## config.mk

```make
export PLATFORM = sky130hd
export DESIGN_NAME = axis2adi_conv
export DESIGN_NICKNAME = d
export VERILOG_FILES = /design/src/rtl/axis2adi_pkg.sv /design/src/rtl/axis2adi_fifo.sv /design/src/rtl/axis2adi_conv.sv
export SDC_FILE = /design/constraint.sdc
export NUM_CORES = 1
export LEC_CHECK = 0
export ABC_AREA = 0
export BUFFER_PORTS_ARGS = -buffer_cell sky130_fd_sc_hd__buf_2
export CORE_MARGIN = 5
export CORE_UTILIZATION = 52
export DETAILED_ROUTE_END_ITERATION = 7
export PLACE_DENSITY = 0.77
export RECOVER_POWER = 25
export SYNTH_ARGS = -nofsm -noshare
export SYNTH_HDL_FRONTEND = slang
export SYNTH_SLANG_ARGS = --single-unit
```

## constraint.sdc

```tcl
create_clock -name AXIS_ACLK -period 3.1 [get_ports AXIS_ACLK]
set_input_delay 0.31 -clock AXIS_ACLK [delete_from_list [all_inputs] [get_ports AXIS_ACLK]]
set_output_delay 0.31 -clock AXIS_ACLK [all_outputs]
set_load 0.01 [all_outputs]
```

## src/rtl/axis2adi_pkg.sv

```systemverilog
// Shared definitions for the AXI-Stream to ADI DAC sample converter.
package axis2adi_pkg;

  // Converter state encoding
  localparam logic [1:0] IDLE  = 2'd0;
  localparam logic [1:0] ARMED = 2'd1;
  localparam logic [1:0] RUN   = 2'd2;
  localparam logic [1:0] DONE  = 2'd3;

  // Software command values on ctrl
  localparam logic [31:0] CTRL_STOP  = 32'd0;
  localparam logic [31:0] CTRL_START = 32'd1;
  localparam logic [31:0] CTRL_TRIG  = 32'd2;

  // Bit positions inside stat
  localparam int unsigned STAT_ARMED   = 0;
  localparam int unsigned STAT_RUNNING = 1;
  localparam int unsigned STAT_DONE    = 2;
  localparam int unsigned STAT_UNF     = 3;

endpackage

```

## src/rtl/axis2adi_fifo.sv

```systemverilog
// Small synchronous FIFO with registered read data; no fall-through.
module axis2adi_fifo #(
  parameter int unsigned W          = 64,
  parameter int unsigned DEPTH_LOG2 = 2
) (
  input  logic         clk,
  input  logic         rst_n,
  input  logic         flush,
  input  logic         push,
  input  logic         pop,
  input  logic [W-1:0] din,
  output logic [W-1:0] dout,
  output logic         full,
  output logic         empty
);

  localparam int unsigned DEPTH = 1 << DEPTH_LOG2;
  localparam logic [DEPTH_LOG2:0] LP_FULL = {1'b1, {DEPTH_LOG2{1'b0}}};

  logic [W-1:0]          r_mem [DEPTH];
  logic [DEPTH_LOG2-1:0] r_wptr;
  logic [DEPTH_LOG2-1:0] r_rptr;
  logic [DEPTH_LOG2:0]   r_count;
  logic                  w_push;
  logic                  w_pop;

  assign full   = (r_count == LP_FULL);
  assign empty  = (r_count == '0);
  assign w_push = push & ~full;
  assign w_pop  = pop & ~empty;

  // Storage array write port
  always_ff @(posedge clk) begin
    if (w_push) r_mem[r_wptr] <= din;
  end

  // Read data register; a pop in the same cycle as a flush still delivers its word
  always_ff @(posedge clk) begin
    if (!rst_n)     dout <= '0;
    else if (w_pop) dout <= r_mem[r_rptr];
  end

  // Pointer and occupancy tracking, flush discards all contents
  always_ff @(posedge clk) begin
    if (!rst_n || flush) begin
      r_wptr  <= '0;
      r_rptr  <= '0;
      r_count <= '0;
    end else begin
      if (w_push) r_wptr <= r_wptr + 1'b1;
      if (w_pop)  r_rptr <= r_rptr + 1'b1;
      case ({w_push, w_pop})
        2'b10:   r_count <= r_count + 1'b1;
        2'b01:   r_count <= r_count - 1'b1;
        default: r_count <= r_count;
      endcase
    end
  end

endmodule

```

## src/rtl/axis2adi_conv.sv

```systemverilog
// AXI-Stream slave feeding the ADI DAC sample interface through a small FIFO.
module axis2adi_conv
  import axis2adi_pkg::*;
#(
  parameter int unsigned C_S_AXIS_TDATA_NUM_BYTES = 8,
  parameter int unsigned C_FIFO_DEPTH_LOG2        = 2
) (
  input  logic                                  AXIS_ACLK,
  input  logic                                  AXIS_ARESETN,
  input  logic                                  S_AXIS_TVALID,
  input  logic [C_S_AXIS_TDATA_NUM_BYTES*8-1:0] S_AXIS_TDATA,
  input  logic [C_S_AXIS_TDATA_NUM_BYTES-1:0]   S_AXIS_TSTRB,
  input  logic                                  S_AXIS_TLAST,
  output logic                                  S_AXIS_TREADY,
  output logic [C_S_AXIS_TDATA_NUM_BYTES*8-1:0] ddata,
  output logic                                  dvalid,
  input  logic                                  drd,
  output logic                                  dunf,
  input  logic [31:0]                           ctrl,
  input  logic [31:0]                           num_bytes,
  output logic [31:0]                           stat,
  input  logic                                  trig
);

  localparam int unsigned W       = C_S_AXIS_TDATA_NUM_BYTES * 8;
  localparam logic [32:0] LP_STEP = 33'(C_S_AXIS_TDATA_NUM_BYTES);

  logic [1:0]  r_state;
  logic [31:0] r_len;
  logic [31:0] r_cnt;
  logic        r_last_in;
  logic        r_unf_sticky;
  logic        r_trig_d;
  logic        r_dvalid;
  logic        r_dunf;

  logic        w_full;
  logic        w_empty;
  logic        w_run;
  logic        w_stop;
  logic        w_push;
  logic        w_pop;
  logic        w_unf;
  logic        w_final;
  logic        w_trig_rise;
  logic        w_unused_tstrb;

  // All strobe bytes are treated as valid
  assign w_unused_tstrb = ^S_AXIS_TSTRB;

  assign w_run         = (r_state == RUN);
  assign w_stop        = (ctrl == CTRL_STOP);
  assign S_AXIS_TREADY = w_run & ~w_full & ~r_last_in;
  assign w_push        = S_AXIS_TVALID & S_AXIS_TREADY;
  assign w_pop         = drd & w_run & ~w_empty;
  assign w_unf         = drd & w_run & w_empty & ~r_last_in;
  assign w_trig_rise   = trig & ~r_trig_d;
  // 33-bit sum keeps the length comparison exact near the top of the 32-bit range
  assign w_final       = S_AXIS_TLAST |
                         ((r_len != '0) && (({1'b0, r_cnt} + LP_STEP) >= {1'b0, r_len}));

  axis2adi_fifo #(
    .W          (W),
    .DEPTH_LOG2 (C_FIFO_DEPTH_LOG2)
  ) u_fifo (
    .clk   (AXIS_ACLK),
    .rst_n (AXIS_ARESETN),
    .flush (w_stop),
    .push  (w_push),
    .pop   (w_pop),
    .din   (S_AXIS_TDATA),
    .dout  (ddata),
    .full  (w_full),
    .empty (w_empty)
  );

  // Control state machine; a stop command overrides every state
  always_ff @(posedge AXIS_ACLK) begin
    if (!AXIS_ARESETN) begin
      r_state <= IDLE;
      r_len   <= '0;
    end else if (w_stop) begin
      r_state <= IDLE;
    end else begin
      case (r_state)
        IDLE: begin
          if (ctrl == CTRL_START) begin
            r_state <= RUN;
            r_len   <= num_bytes;
          end else if (ctrl == CTRL_TRIG) begin
            r_state <= ARMED;
            r_len   <= num_bytes;
          end
        end
        ARMED:   if (w_trig_rise) r_state <= RUN;
        RUN:     if (r_last_in && w_empty) r_state <= DONE;
        default: r_state <= r_state;
      endcase
    end
  end

  // Transfer bookkeeping: byte count, final-word flag, sticky underflow
  always_ff @(posedge AXIS_ACLK) begin
    if (!AXIS_ARESETN || w_stop) begin
      r_cnt        <= '0;
      r_last_in    <= 1'b0;
      r_unf_sticky <= 1'b0;
    end else begin
      if (w_push) begin
        r_cnt <= r_cnt + 32'(C_S_AXIS_TDATA_NUM_BYTES);
        if (w_final) r_last_in <= 1'b1;
      end
      if (w_unf) r_unf_sticky <= 1'b1;
    end
  end

  // Per-read output pulses and trigger edge history
  always_ff @(posedge AXIS_ACLK) begin
    if (!AXIS_ARESETN) begin
      r_dvalid <= 1'b0;
      r_dunf   <= 1'b0;
      r_trig_d <= 1'b0;
    end else begin
      r_dvalid <= w_pop;
      r_dunf   <= w_unf;
      r_trig_d <= trig;
    end
  end

  assign dvalid = r_dvalid;
  assign dunf   = r_dunf;

  // Status word assembled from registered state
  always_comb begin
    stat               = '0;
    stat[STAT_ARMED]   = (r_state == ARMED);
    stat[STAT_RUNNING] = w_run;
    stat[STAT_DONE]    = (r_state == DONE);
    stat[STAT_UNF]     = r_unf_sticky;
  end

endmodule
```

==> results by group, run 1 <==
Clock tree
  • TritonCTS clock tree: built
  • Clock-pin slew on the worst setup and hold paths: 0.06 ns
  • Clock tree sinks: 395
  • CTS Buf Count: 41
  • CTS root buffer: clkbuf_16
  • Max clock buf depth: 3
  • H-tree Lvls: 2
  • Worst skew pair latency: 0.53 ns

Floorplanning
  • Die extent in y: 188 um
  • IO Count: 241
  • Row Count: 65
  • Initial Util: 52.3%
  • Total core area: 31400 um^2
  • Die Area: 35200 um^2
  • Die width: 188 um

Synthesis
  • Post-synth EDFFs: 256
  • Seq cells post-synth: 395
  • Post-synth top area cell: edfxtp_1
  • Async S/R FF share, synth: 0%
  • Avg Synthesized Cell Area: 14.0 um^2
  • Yosys cell types: 55
  • Gate Count Post-Synth: 1173
  • Post-synthesis sequential area ratio: 63.8%
  • Synth Flop Type: edfxtp_1
  • Netlist Area Pre-Place: 16400 um^2
  • Synth top area cells: edfxtp_1 (47%), dfxtp_1 (17%), mux4_2 (8.8%)
  • Yosys warning count: 0
  • Most frequent cell after synthesis: edfxtp_1
  • List of most frequent post-synthesis cells: edfxtp_1 (256), nand2_1 (165), dfxtp_1 (139), mux4_2 (64), a21boi_1 (60)
  • Synth top area share: 46.8%

Placed design
  • Place WS: 0.167 ns
  • Dpl hpwl: 22.1 mm
  • Placer congestion estimate: 0.813
  • Port-buffer cells: 204

Final layout
  • Layout cells sized above 1: 23.5%
  • Area Overhead vs Synth: 21.4%
  • NumNets Final: 1641

Critical path
  • Setup CP Type: register to register
  • CP Cell Sequence: ha_2 > and3_1 > nor3b_4 > and3_2 > nand2_1 > nor2_1 > xnor2_1 > ha_1 > and3_1 > a221oi_1 > o41ai_1 > a21oi_1 > nand2_1
  • Largest fanout on the critical path: 6
  • Reg2reg end: r_last_in
  • Slowest stage delay, CP: 0.34 ns
  • Worst Path Required: 3.50 ns
  • CP Data Arrival Time: 3.21 ns
  • Worst setup EP type: register
  • R2r setup slk: 0.29 ns
  • CP bufs+invs: 0
  • CP max-delay cell: dfxtp_2
  • Worst-case reg-to-reg path depth: 13
  • CP startpoint kind: register
  • Worst R2R Start: r_cnt[3]
  • Crit path max-delay family: simple AND/OR/NAND/NOR gates

Worst hold path
  • HP Start: trig
  • Endpoint, Worst Hold: r_trig_d
  • HP Class: input port to register
  • Worst Hold Path Cells: 2

Route
  • Final WL: 35.2 mm
  • DR vias/cell: 5.33
  • Initial DRC count: 594
  • First drt pass iteration count: 5
  • Post-route DRC: 0
  • Vias: 10100
  • Detail Route Antenna Nets: 0
  • Wire per inst: 18.6 um

STA
  • Final setup vio count: 0
  • Fin crit share: 90.6%
  • Slew Viols, Final: 0
  • Final Skew: 0.0163 ns
  • Slew HR: 2.20%
  • Min Hold Slack: 0.0246 ns
  • Final Hold Viols: 0
  • Worst setup margin: 0.292 ns
  • Period minus WS final: 2.81 ns
  • Fmax: 356 MHz
  • Slew @ Worst Pin: 1.47 ns

GRT
  • Number of global-route vias before repair: 10600
  • First-pass GRT wire length: 56.9 mm
  • Total gr overflow: 0
  • Initial antenna violation count: 4
  • Largest net degree at the start of global routing: 68
  • Gr usage total: 20.0%

Pwr
  • LEAKAGE: 6.98 nW
  • Pwr per Cell Area: 572 nW/um^2
  • Worst vdd ir: 0.523 mV

Outcome
  • Status: finished clean

Flow run
  • Max Cap Viol: 0
==> cell type report <==
class	count	area, um^2
sequential	395	10500
multi-input combinational	675	5450
timing repair buffer	302	1960
antenna	4	10.0
clock buffer	61	1170
tap	402	503
inverter	44	165
clock inverter	15	180
fill	2276	11500
==> stage by stage <==
step           power (mW)  instances  util (%)   TNS, ns  cell area, um^2
2_1_floorplan        6.34       1200         -         0            16500
3_3_place_gp         6.56       1753      57.1         0            17900
3_5_place_dp         6.59       1753      57.1         0            17900
4_1_cts              11.5       1891      63.4         0            19900
5_1_grt              11.8       1898      63.4  -0.00891            19900
6_report             11.4       1898      63.4         0            19900
==> layout by cell type (no fill, tap or decap), types with 42 or more instances in the layout <==
cell type        n
clkbuf_1        62
clkbuf_16       42
a21boi_1        60
dfxtp_1        133
mux4_2          64
dlygate4sd3_1   63
nor2_1          54
edfxtp_1       256
buf_2          157
nand2_1        165
==> layer usage <==
layer  global-route usage (%)  part of all wire, %  up-vias
li1                         -                    -     4782
met1                     24.9                   40     4950
met2                     35.9                   52      327
met3                     4.37                  6.3       48
met4                     4.57                  1.8        0
met5                        0                    0        -
==> sequential cells by signal, indices dropped and copies added (netlist names) <==
signal,count
u_fifo.r_rptr,2
r_len,32
r_trig_d,1
r_unf_sticky,1
dunf,1
u_fifo.r_wptr,2
u_fifo.dout,64
r_cnt,29
u_fifo.r_mem,256
u_fifo.r_count,3
r_state,2
r_last_in,1
dvalid,1
==> where the power goes <==
| group | internal, mW | switching [mW] | leakage, nW |
|---|---|---|---|
| Sequential | 5.76 | 0.0570 | 3.43 |
| Clock | 2.89 | 1.97 | 0.652 |
| Combinational | 0.348 | 0.376 | 2.90 |
| Total | 9.00 | 2.40 | 6.98 |
==> worst max-delay path by stage <==
stage | to | slack, ns | depth (start not counted) | start
6_report | r_last_in | 0.29 | 13 | r_cnt[3]
5_1_grt | r_last_in | -0.009 | 13 | r_cnt[5]
4_1_cts | r_last_in | 0.15 | 13 | r_cnt[4]
3_5_place_dp | r_last_in | 0.17 | 13 | r_cnt[4]
3_3_place_gp | r_last_in | 0.25 | 13 | r_cnt[4]
2_1_floorplan | r_last_in | 0.29 | 14 | r_cnt[3]
==> cells by family (layout without fill, tap and decap cells) <==
| group | Yosys count | in the layout | share of synthesized area, % |
|---|---|---|---|
| muxes | 97 | 97 | 10.8 |
| and+or+nand+nor | 342 | 342 | 10.5 |
| adders and majority gates | 40 | 40 | 3.10 |
| xor gates and xnor gates | 57 | 57 | 3.04 |
| AOI/OAI and AO/OA | 111 | 111 | 4.77 |
| other | 1 | 32 | 0.0229 |
| buffers and inverters | 130 | 422 | 3.95 |
| DFF | 395 | 395 | 63.8 |
==> repair_timing <==
action | in CTS | in global routing
endpoints found under the setup margin | 0 | 1
setup buffers | 0 | 2
endpoints found under the hold margin | 246 | 1
hold buffers | 62 | 1
gates resized for setup | 0 | 13
No activity file was read; power rests on OpenSTA's default activity.
==> inputs of run 2 (changes only) <==
--- a/config.mk
+++ b/config.mk
@@ -5,12 +5,13 @@
 export SDC_FILE = /design/constraint.sdc
 export NUM_CORES = 1
 export LEC_CHECK = 0
-export ABC_AREA = 0
+export ABC_AREA = 1
 export BUFFER_PORTS_ARGS = -buffer_cell sky130_fd_sc_hd__buf_2
 export CORE_MARGIN = 5
-export CORE_UTILIZATION = 52
+export CORE_UTILIZATION = 51
 export DETAILED_ROUTE_END_ITERATION = 7
-export PLACE_DENSITY = 0.77
+export GPL_TIMING_DRIVEN = 0
+export PLACE_DENSITY = 0.75
 export RECOVER_POWER = 25
 export SYNTH_ARGS = -nofsm -noshare
 export SYNTH_HDL_FRONTEND = slang
==> results by group, run 2 <==
Outcome
  • Status: finished clean

Synthesis
  • Post-synth EDFFs: 256 (unchanged)
  • Netlist Area Pre-Place: 16300 um^2 (-0.60%)
  • Synth top area share: 47.1% (+0.28 points)
  • Avg Synthesized Cell Area: 10.5 um^2 (-25%)
  • Yosys warning count: 0 (unchanged)
  • Yosys cell types: 42 (-24%)
  • Async S/R FF share, synth: 0% (unchanged)
  • Synth top area cells: edfxtp_1 (47%), dfxtp_1 (17%), nor2_1 (8.2%)
  • Most frequent cell after synthesis: nor2_1
  • Post-synthesis sequential area ratio: 64.2% (+0.39 points)
  • Gate Count Post-Synth: 1559 (+33%)
  • Synth Flop Type: edfxtp_1
  • Post-synth top area cell: edfxtp_1
  • Seq cells post-synth: 395 (unchanged)
  • List of most frequent post-synthesis cells: nor2_1 (358), edfxtp_1 (256), o21ai_0 (213), dfxtp_1 (139), inv_1 (104)

Floorplanning
  • Die width: 189 um (+0.63%)
  • Die extent in y: 189 um (+0.63%)
  • Total core area: 31600 um^2 (+0.52%)
  • IO Count: 241 (unchanged)
  • Initial Util: 51.7% (-0.58 points)
  • Row Count: 65 (unchanged)
  • Die Area: 35700 um^2 (+1.3%)

STA
  • Fin crit share: 95.8% (+5.2 points)
  • Worst setup margin: 0.129 ns (-0.162 ns)
  • Fmax: 337 MHz (-5.5%)
  • Final Skew: 0.0262 ns (+0.00991 ns)
  • Final Hold Viols: 0 (unchanged)
  • Period minus WS final: 2.97 ns (+0.162 ns)
  • Final setup vio count: 0 (unchanged)
  • Slew @ Worst Pin: 0.696 ns (-0.771 ns)
  • RSZ-0062 raised after global routing: yes
  • Slew HR: 53.6% (+51 points)
  • Slew Viols, Final: 0 (unchanged)

Final layout
  • Sequential Area: 10500 um^2 (+0.14%)
  • NumNets Final: 2103 (+28%)
  • Register bank with the most flops: u_fifo.r_mem
  • Area Overhead vs Synth: 24.7%
  • Most frequent cells in the layout: nor2_1 (349), edfxtp_1 (256), o21ai_0 (213), buf_2 (163), dfxtp_1 (127)
  • Filler instances: 2436 (+7.0%)
  • Biggest regs: u_fifo.r_mem: 256 flops, u_fifo.dout: 64 flops, r_len: 32 flops
  • Max FFs per register: 256 (unchanged)
  • Multi-input logic area: 5190 um^2 (-4.8%)
  • Layout cells sized above 1: 17.7% (-5.9 points)
  • Commonest non-fill, non-tap cell in the layout: nor2_1

Route
  • Wire per inst: 17.5 um (-5.6%)
  • Initial DRC count: 949 (+60%)
  • Met2 Wirelength: 20.2 mm (+10%)
  • Vias: 12400 (+23%)
  • DR WL met3: 3.13 mm (+41%)
  • Post-route DRC: 0 (unchanged)
  • DR vias/cell: 5.25 (-1.4%)
  • DRT met1 WL: 17.1 mm (+21%)
  • First drt pass iteration count: 5 (unchanged)
  • Detail Route Antenna Nets: 0 (unchanged)
  • Final WL: 41.4 mm (+17%)
  • DR top layer: met4

Pwr
  • Final Power: 11.0 mW (-3.5%)
  • Pwr per Cell Area: 541 nW/um^2 (-5.5%)
  • LEAKAGE: 7.91 nW (+13%)
  • Worst vdd ir: 0.517 mV (-1.2%)

GRT
  • Number of global-route vias before repair: 12200 (+16%)
  • Initial antenna violation count: 5 (+1)
  • First-pass GRT wire length: 64.6 mm (+13%)
  • Largest net degree at the start of global routing: 30 (-56%)
  • Gr usage total: 22.6% (+2.6 points)
  • Total gr overflow: 0 (unchanged)

Clock tree
  • Max clock buf depth: 3 (unchanged)
  • H-tree Lvls: 2 (unchanged)
  • CTS Buf Count: 41 (unchanged)
  • CTS root buffer: clkbuf_16
  • Clock-pin slew on the worst setup and hold paths: 0.06 ns (about the same)
  • Clock tree sinks: 395 (unchanged)
  • TritonCTS clock tree: built
  • Worst skew pair latency: 0.55 ns (+0.02 ns)

Flow run
  • Max Cap Viol: 0 (unchanged)

Critical path
  • Worst setup EP type: register
  • Worst-case reg-to-reg path depth: 20 (+7)
  • Worst R2R Start: r_cnt[10]
  • CP Data Arrival Time: 3.44 ns (+0.23 ns)
  • Worst Path Required: 3.57 ns (+0.07 ns)
  • Setup CP Type: register to register
  • CP startpoint: r_cnt[10]
  • CP startpoint kind: register
  • Largest fanout on the critical path: 4 (-2)

Placed design
  • Place WS: -0.478 ns (-0.645 ns)
  • Placer congestion estimate: 0.850 (+4.6%)
  • Port-buffer cells: 204 (unchanged)
  • Dpl hpwl: 27.0 mm (+22%)

Worst hold path
  • HP Start: num_bytes[21]
  • HP Class: input port to register
  • Worst Hold Path Cells: 3 (+1)
==> run 2: cell types whose count changed after synthesis, moves of 63 or more <==
cell     change
a31oi_1     +65
inv_1       +63
nand2_1     -65
mux4_2      -64
nor2_1     +303
o21ai_0    +204
==> run 2: cells by family (layout without fill, tap and decap cells) <==
family / after synthesis / after routing / synth area share (%)
and+or+nand+nor: 516 / 516 / 13.2
AOI/OAI and AO/OA: 363 / 363 / 12.3
xor gates and xnor gates: 28 / 28 / 1.50
buffers and inverters: 216 / 584 / 5.70
adders and majority gates: 40 / 40 / 3.11
DFF: 395 / 395 / 64.2
other: 1 / 33 / 0.0230
==> run 2: per-layer routing <==
layer / GRT usage, % / vias up
li1: - / 6053
met1: 29.6 / 5810
met2: 38.8 / 445
met3: 4.39 / 87
met4: 5.94 / 0
met5: 0 / -
==> run 2: final cells by class <==
cell class	instances	area share, %
timing repair buffer	293	9.29
buffer	109	2.62
antenna	5	0.0615
inverter	106	1.96
multi-input combinational	975	25.5
sequential	395	51.6
tap	402	2.47
clock inverter	27	1.25
clock buffer	49	5.24
==> run 2: through the flow <==
| step | hold WS, ns | instance area, um^2 | instances | setup TNS, ns | util (%) |
|---|---|---|---|---|---|
| floorplan | 0.408 | 16400 | 1586 | -125.54 | - |
| global placement | 0.452 | 17900 | 2192 | -558.82 | 56.9 |
| detailed placement | 0.460 | 18100 | 2200 | -3.71 | 57.4 |
| global route | 0.0272 | 20300 | 2361 | -0.129 | 64.5 |
| CTS | 0.000348 | 20200 | 2346 | 0 | 63.9 |
| finish | 0.0397 | 20300 | 2361 | 0 | 64.5 |
==> run 2: repair_timing <==
| item | in CTS | in global routing |
|---|---|---|
| endpoints found under the setup margin | 53 | 51 |
| endpoints found under the hold margin | 231 | 4 |
| gates resized for setup | 11 | 41 |
| setup buffers | 10 | 9 |
| hold buffers | 61 | 1 |
| pin swaps | 5 | 18 |
==> run 2: report_power, final <==
group | total [mW] | switching [mW] | internal (mW) | leakage, nW
clock | 4.78 | 2.05 | 2.74 | 0.645
combinational | 0.554 | 0.307 | 0.247 | 3.83
sequential | 5.66 | 0.0259 | 5.64 | 3.43
total | 11.0 | 2.38 | 8.62 | 7.91
==> run 2: critical path, cell delays in order (launching register included) <==
cell	delay, ns
dfxtp_4	0.37
nand2_2	0.09
or4_1	0.53
nor2_1	0.17
xor2_2	0.22
inv_1	0.08
ha_1	0.31
nand2_1	0.06
nor2_1	0.16
nand2_1	0.07
nor2_1	0.12
nand2_1	0.07
nand3_1	0.09
nand2_1	0.05
nand2_1	0.07
nand2_1	0.05
nand2_1	0.07
nand2_2	0.05
nand2_2	0.07
nand2_2	0.06
a21oi_2	0.13
==> run 2: final timing paths <==
kind / endpoint / slack [ns]
max: r_last_in / 0.13
max reg2reg: r_last_in / 0.13
min reg2reg: r_unf_sticky / 0.47
min: r_len[21] / 0.04
